$ cat config.mk
export PLATFORM = sky130hd
export DESIGN_NAME = win_tally
export DESIGN_NICKNAME = d
export VERILOG_FILES = /design/src/rtl/tow_pkg.sv /design/src/rtl/hold_timer.sv /design/src/rtl/win_tally.sv
export SDC_FILE = /design/constraint.sdc
export NUM_CORES = 1
export LEC_CHECK = 0
export ABC_AREA = 0
export ABC_CLOCK_PERIOD_IN_PS = 2750
export CORE_AREA = 2 2 39 41
export DETAILED_ROUTE_END_ITERATION = 16
export DIE_AREA = 0 0 41 43
export PLACE_DENSITY = 0.74
export SLEW_MARGIN = 30
export SYNTH_ARGS = -nofsm -noshare
export SYNTH_HDL_FRONTEND = slang
export SYNTH_SLANG_ARGS = --single-unit
$ cat constraint.sdc
create_clock -name clk -period 2.75 [get_ports clk]
set_input_delay 0.55 -clock clk [delete_from_list [all_inputs] [get_ports clk]]
set_output_delay 0.55 -clock clk [all_outputs]
set_load 0.02 [all_outputs]
$ cat src/rtl/tow_pkg.sv
// Shared types and constants for the tug-of-war score path.
package tow_pkg;

    typedef enum logic [1:0] {PLAY, HOLD, DONE} tally_state_t;

    localparam int unsigned SCORE_W = 3;

endpackage

$ cat src/rtl/hold_timer.sv
// Loadable down-counter that times the post-win HOLD phase.
module hold_timer #(
    parameter int unsigned HOLD_CYCLES = 8
) (
    input  logic clk,
    input  logic reset,
    input  logic load,
    input  logic dec,
    output logic zero
);

    localparam int unsigned TW = $clog2(HOLD_CYCLES + 1);
    localparam logic [TW-1:0] LoadVal = TW'(HOLD_CYCLES - 1);

    logic [TW-1:0] count_q;

    always_ff @(posedge clk or posedge reset) begin
        if (reset) begin
            count_q <= '0;
        end else if (load) begin
            count_q <= LoadVal;
        end else if (dec && (count_q != '0)) begin
            count_q <= count_q - TW'(1);
        end
    end

    assign zero = (count_q == '0);

endmodule

$ cat src/rtl/win_tally.sv
// Per-player round tally: edge-qualified win counting, post-win hold, restart pulse and
// game-over latch, all from registered outputs.
module win_tally
    import tow_pkg::*;
#(
    parameter int unsigned WIDTH       = SCORE_W,
    parameter int unsigned HOLD_CYCLES = 8
) (
    input  logic             clk,
    input  logic             reset,
    input  logic             win,
    input  logic             clear,
    output logic [WIDTH-1:0] counter,
    output logic             round_reset,
    output logic             game_over
);

    localparam logic [WIDTH-1:0] MaxScore = {WIDTH{1'b1}};

    tally_state_t     state_q;
    logic [WIDTH-1:0] counter_q;
    logic             round_reset_q;
    logic             game_over_q;
    logic             win_q;

    logic rise;
    logic last_win;
    logic timer_load;
    logic timer_dec;
    logic timer_zero;

    assign rise     = win & ~win_q;
    assign last_win = ((counter_q + WIDTH'(1)) == MaxScore);

    // The timer only matters in HOLD, so clear never needs to touch it.
    assign timer_load = ~clear & (state_q == PLAY) & rise & ~last_win;
    assign timer_dec  = ~clear & (state_q == HOLD) & ~timer_zero;

    hold_timer #(
        .HOLD_CYCLES(HOLD_CYCLES)
    ) u_hold_timer (
        .clk  (clk),
        .reset(reset),
        .load (timer_load),
        .dec  (timer_dec),
        .zero (timer_zero)
    );

    always_ff @(posedge clk or posedge reset) begin
        if (reset) begin
            state_q       <= PLAY;
            counter_q     <= '0;
            round_reset_q <= 1'b0;
            game_over_q   <= 1'b0;
            win_q         <= 1'b0;
        end else begin
            win_q         <= win;
            round_reset_q <= 1'b0;
            if (clear) begin
                state_q       <= PLAY;
                counter_q     <= '0;
                game_over_q   <= 1'b0;
                round_reset_q <= 1'b1;
            end else begin
                case (state_q)
                    PLAY: begin
                        if (rise) begin
                            counter_q <= counter_q + WIDTH'(1);
                            if (last_win) begin
                                state_q     <= DONE;
                                game_over_q <= 1'b1;
                            end else begin
                                state_q <= HOLD;
                            end
                        end
                    end
                    HOLD: begin
                        if (timer_zero) begin
                            state_q       <= PLAY;
                            round_reset_q <= 1'b1;
                        end
                    end
                    DONE: begin
                        state_q <= DONE;
                    end
                    default: begin
                        state_q <= PLAY;
                    end
                endcase
            end
        end
    end

    assign counter     = counter_q;
    assign round_reset = round_reset_q;
    assign game_over   = game_over_q;

endmodule

* Word-level counts from Yosys, hierarchy flattened
Cells that the tools add are included.
** Storage, ports and cells
- RAM bits :: 0
- Output and inout port bits :: 5
- Register bits after elaboration :: 12
- Memories :: 0
- Bits in read-only memories :: 0
- Latch bits :: 0
- Input port bits :: 4
- Logic and storage cells :: 51
** Cells by class
- Add/sub/neg operators :: 2
- Multipliers :: 0
- Mux-type cells :: 17
- Eq/ne operators :: 5
- Div/mod/pow operators :: 0
- Bitwise gates (word level) :: 10
- Reductions and logical operators :: 11
- Shift operators :: 0
- Magnitude comparators :: 0
** Operators by type and width (number)
- 2-to-1 mux 3 bit :: 3
- 2-to-1 mux 2 bit :: 4
- 2-to-1 mux 4 bit :: 2
- nonzero test 2 bit :: 4
- 2-to-1 mux 1 bit :: 7
- bitwise AND 1 bit :: 6
- inequality test 3 bit, second input constant :: 2
- one-hot mux 2 bit (3 select lines) :: 1
- logical NOT 4 bit :: 1
- inverter 1 bit :: 4
- AND reduction 2 bit :: 2
- nonzero test 4 bit :: 1
- subtractor 4 x 1 -> 4 bit, second input constant :: 1
- adder 3 x 1 -> 3 bit, second input constant :: 1
- == test 3 bit, second input constant :: 1
- AND reduction 3 bit :: 1
- == test 2 x 1 -> 1 bit, second input constant :: 1
- == test 2 bit, second input constant :: 1
- logical NOT 2 bit :: 1
- logical AND 1 bit :: 1

* Depth between registers and ports, before layout
- Word-level depth :: 6
- Mapped depth :: 5
- Depth with buffers taken out :: 5

* Cells and area by module
A second synthesis with hierarchy kept.
** Second synthesis, totals
- Cell total of the unflattened synthesis :: 59
- Area total of the unflattened synthesis :: 620.6 µm²
** By module, submodules not included
- win_tally :: area each 386.6 µm², cells each 35, times used 1, seq. area each 200.2 µm²
- hold_timer :: area each 234.0 µm², cells each 24, times used 1, seq. area each 100.1 µm²

* Least setup slack after synthesis
Ideal clock, no wire load.
- Path type :: in2reg
- Start point :: in win
- End point :: reg u_hold_timer.count_q[3]
- Setup slack :: 1.074 ns
- Path buffers :: 0
- Stages :: 3
- Data arrival time :: 1.550 ns
- Setup time :: 0.126 ns
- Data required time :: 2.624 ns
- Cells stage by stage :: or3b_2 a2111o_1 a21boi_1
** On the way
- Longest elaborated chain between the ends :: 4
- Elaborated cells on any way between the ends :: 5
- Those cells by class :: mux (1); bitwise (3); reduce/logical (1)
** Ends and longest elaborated chain
- start: declaration :: RTL line win_tally.sv:11 : input logic win,
- bitwise AND 1 bit (*) :: RTL line win_tally.sv:32 : assign rise = win & ~win_q;
- bitwise AND 1 bit (*) (2 in a row) :: RTL line win_tally.sv:36 : assign timer_load = ~clear & (state_q == PLAY) & rise & ~last_win;
- 2-to-1 mux 4 bit or nonzero test 2 bit (tied branches)
- end signal: assignment :: RTL line hold_timer.sv:21 : count_q <= LoadVal;
- end signal: assignment :: RTL line hold_timer.sv:23 : count_q <= count_q - TW'(1);
- end: declaration :: RTL line hold_timer.sv:15 : logic [TW-1:0] count_q;
Every way passes the cells marked *; elsewhere a longest branch is shown, timed or not.
A chain may end at the register's enable or synchronous reset.

* Final worst setup path
- Start point :: in clear
- End point :: reg u_hold_timer.count_q[3]
** On the way
- Longest elaborated chain between the ends :: 5
- Elaborated cells on any way between the ends :: 9
- Those cells by class :: mux (1); bitwise (6); reduce/logical (2)
** Ends and longest elaborated chain
- start: declaration :: RTL line win_tally.sv:12 : input logic clear,
- inverter 1 bit (*) :: RTL line win_tally.sv:36, win_tally.sv:37
- bitwise AND 1 bit, on equally long branches (2 in a row) :: RTL line win_tally.sv:36, win_tally.sv:37
- bitwise AND 1 bit or logical AND 1 bit (tied branches) :: RTL line win_tally.sv:36, hold_timer.sv:22
- 2-to-1 mux 4 bit or nonzero test 2 bit (tied branches)
Marks and branches as above.

==> out/results.txt <==
Outcome -> finished, final reports clean
Minimum clock period -> 2.02 ns
Worst Path Max Fanout -> 11
Worst R2R Start -> state_q[1]$_DFFE_PP0P_
Setup slack after layout -> 0.728 ns
Worst Clk Skew -> 0.00202 ns
Synth top area cells -> dfrtp_1, ha_1, o21ai_0
Period Utilization, post-route -> 73.5%
Power Dens Cells -> 545 mW/mm2
TritonCTS buffer count -> 3
Clock Latency Late Sink -> 0.27 ns
Crit path capture -> u_hold_timer.count_q[3]$_DFFE_PP0P_
Core area -> 0.00138 mm2
Post-CTS sizing -> 0
Commonest cells after routing, fill and taps aside -> dfrtp_1, clkdlybuf4s50_1, inv_1
Initial Util -> 43.0%
Worst EP arrival -> 2.22 ns
Synthesized area -> 596 um2
Die ar. -> 0.00176 mm2
Storage cell area -> 300 um2
Routed vias -> 455
Highest achievable clock rate -> 0.495 GHz
Post-synth top area share -> 50.4%
Mapped Nets -> 62
Drt wl/cell -> 12.0 um
Most common cell after layout, fill and taps aside -> dfrtp_1
CP startpoint kind -> input port
Largest net degree at the start of global routing -> 13
Max transition margin -> 60.0%
Share of cells above drive strength 1 -> 13.6%
Max layer used -> met4
Setup_tns -> 0 ns
CTS tree -> yes
Port-buffer cells -> 8
Slew @ Worst Pin -> 0.599 ns
Global route total overflow -> 0
Max VDD drop -> 256 uV
Hold Fails Final Rpt -> 0
Metal-1 WL -> 442 um
Metal2 WL -> 479 um
Setup bufs post-CTS -> 0
Sequential fraction of the synthesis area -> 50.4%
Nature of the critical path endpoint -> flop
Initial antenna violation count -> 0
CTS Root Cell -> clkbuf_4
GP Congestion -> 0.683
Global-route wire length before repair -> 1670 um
GRT Util Overall -> 14.5%
Setup crit start -> clear
WP data required -> 2.95 ns
H-tree levels -> 1
Synth Area per Inst -> 10.8 um2
Distinct cells, synth -> 28
Clock slew at reported path FFs -> 0.07 ns
Total clock sinks -> 12
Detail-routed via count per cell -> 5.55
Placement row count -> 14
Multi-input gate area -> 269 um2
FF-to-FF path depth -> 3
RSZ-0062 raised after global routing -> false
Crit path kind -> in2reg
DRC viols -> 0
Synth area leader -> dfrtp_1
Area grow syn2layout -> 21.2%
Slew Limit Fails -> 0
# diodes -> 0
End of the worst register-to-register path -> u_hold_timer.count_q[3]$_DFFE_PP0P_
Clk buf depth -> 2
Antenna viol nets, final -> 0
Net count, final -> 75
Leakage -> 0.320 nW
# IOs -> 9
Synthesized instance count -> 55
Filler cells -> 140
Number of global-route vias before repair -> 415
Synthesis-stage register bit count -> 12
Final HPWL DP -> 769 um
Maxcap violations -> 0
R2R Setup Slk -> 1.11 ns
Drt initial violations -> 2
YS warnings -> 0
Kind of path behind the tightest hold check -> reg2reg
Final Setup Violations -> 0
Die Y -> 43 um
Pre-antenna DRT Iters -> 4
Metal3 WL -> 32 um
Chip Width -> 41 um
Cts hold-fix bufs -> 0
Setup WS pre-CTS -> 0.450 ns
Routed wire length -> 985 um
worst max-delay path, cell delays in order:
cell and delay, ns:
clkdlybuf4s50_1 0.57, or3b_4 0.47, or4_1 0.47, a21boi_1 0.15
worst min path at each step:
| stage | start | end | slack, ns | cells after the start |
|---|---|---|---|---|
| floorplan | reset | counter[0]$_DFFE_PP0P_ | 0.41 | 1 |
| global placement | game_over$_DFFE_PP0P_ | game_over$_DFFE_PP0P_ | 0.49 | 1 |
| detailed placement | game_over$_DFFE_PP0P_ | game_over$_DFFE_PP0P_ | 0.49 | 1 |
| CTS | game_over$_DFFE_PP0P_ | game_over$_DFFE_PP0P_ | 0.51 | 1 |
| global route | game_over$_DFFE_PP0P_ | game_over$_DFFE_PP0P_ | 0.53 | 1 |
| finish | game_over$_DFFE_PP0P_ | game_over$_DFFE_PP0P_ | 0.50 | 1 |
cells by family after synthesis:
logic type / Yosys count / synth area share (%)
AO/OA/AOI/OAI: 15 / 17.9
XOR/XNOR: 2 / 2.94
adder cells (fa/ha/maj): 3 / 6.30
buffers and inverters: 7 / 4.41
flip-flops: 12 / 50.4
AND/OR/NAND/NOR: 16 / 18.1
per-stage QoR:
step	hold slack (ns)	std cells	utilization (%)	total power, mW	instance area, um2
3_3_place_gp	0.487	79	50.5	0.292	699
2_1_floorplan	0.415	55	-	0.267	596
3_5_place_dp	0.493	79	50.5	0.296	699
4_1_cts	0.509	82	52.2	0.403	722
6_report	0.498	82	52.2	0.393	722
5_1_grt	0.529	82	52.2	0.421	722
flip-flops by register name, summed over array words and instances (netlist names):
register,cells
win_q,1
state_q,2
counter,3
u_hold_timer.count_q,4
game_over,1
round_reset,1
per-layer routing:
| layer | up-vias | GRT usage (%) |
|---|---|---|
| met1 | 215 | 19.5 |
| met4 | 0 | 12.0 |
| met3 | 4 | 3.14 |
| met2 | 8 | 19.1 |
| met5 | - | 0 |
| li1 | 228 | - |
final cells by class:
cell class	instances	share of cell area, %
clock buffer	3	3.12
timing repair buffer	9	12.1
inverter	6	3.12
tap	16	2.77
sequential	12	41.6
multi-input combinational	36	37.3
power breakdown:
part | internal, mW | switching [mW] | total [mW]
registers | 0.197 | 0.0174 | 0.215
logic | 0.0374 | 0.0371 | 0.0745
clock network | 0.0507 | 0.0535 | 0.104
Yosys cell counts:
| master | instances |
|---|---|
| or4_1 | 1 |
| dfrtp_1 | 12 |
| or3_2 | 1 |
| nor2_1 | 3 |
| a31o_2 | 2 |
| ha_1 | 3 |
| nor3b_1 | 2 |
| or3b_2 | 1 |
| a21boi_1 | 1 |
| inv_1 | 6 |
| o21ai_0 | 5 |
| a2111o_1 | 1 |
| nor4b_1 | 1 |
| a31oi_1 | 1 |
| nor3_1 | 1 |
| xnor2_1 | 1 |
| xor2_1 | 1 |
| nand2b_1 | 1 |
| a32o_1 | 1 |
| nand4b_1 | 1 |
| and3_1 | 1 |
| a211oi_1 | 2 |
| o311ai_0 | 1 |
| or3b_4 | 1 |
| nand3_1 | 1 |
| clkbuf_1 | 1 |
| or3_1 | 1 |
| a21oi_1 | 1 |
No activity file was read; power rests on OpenSTA's default activity.
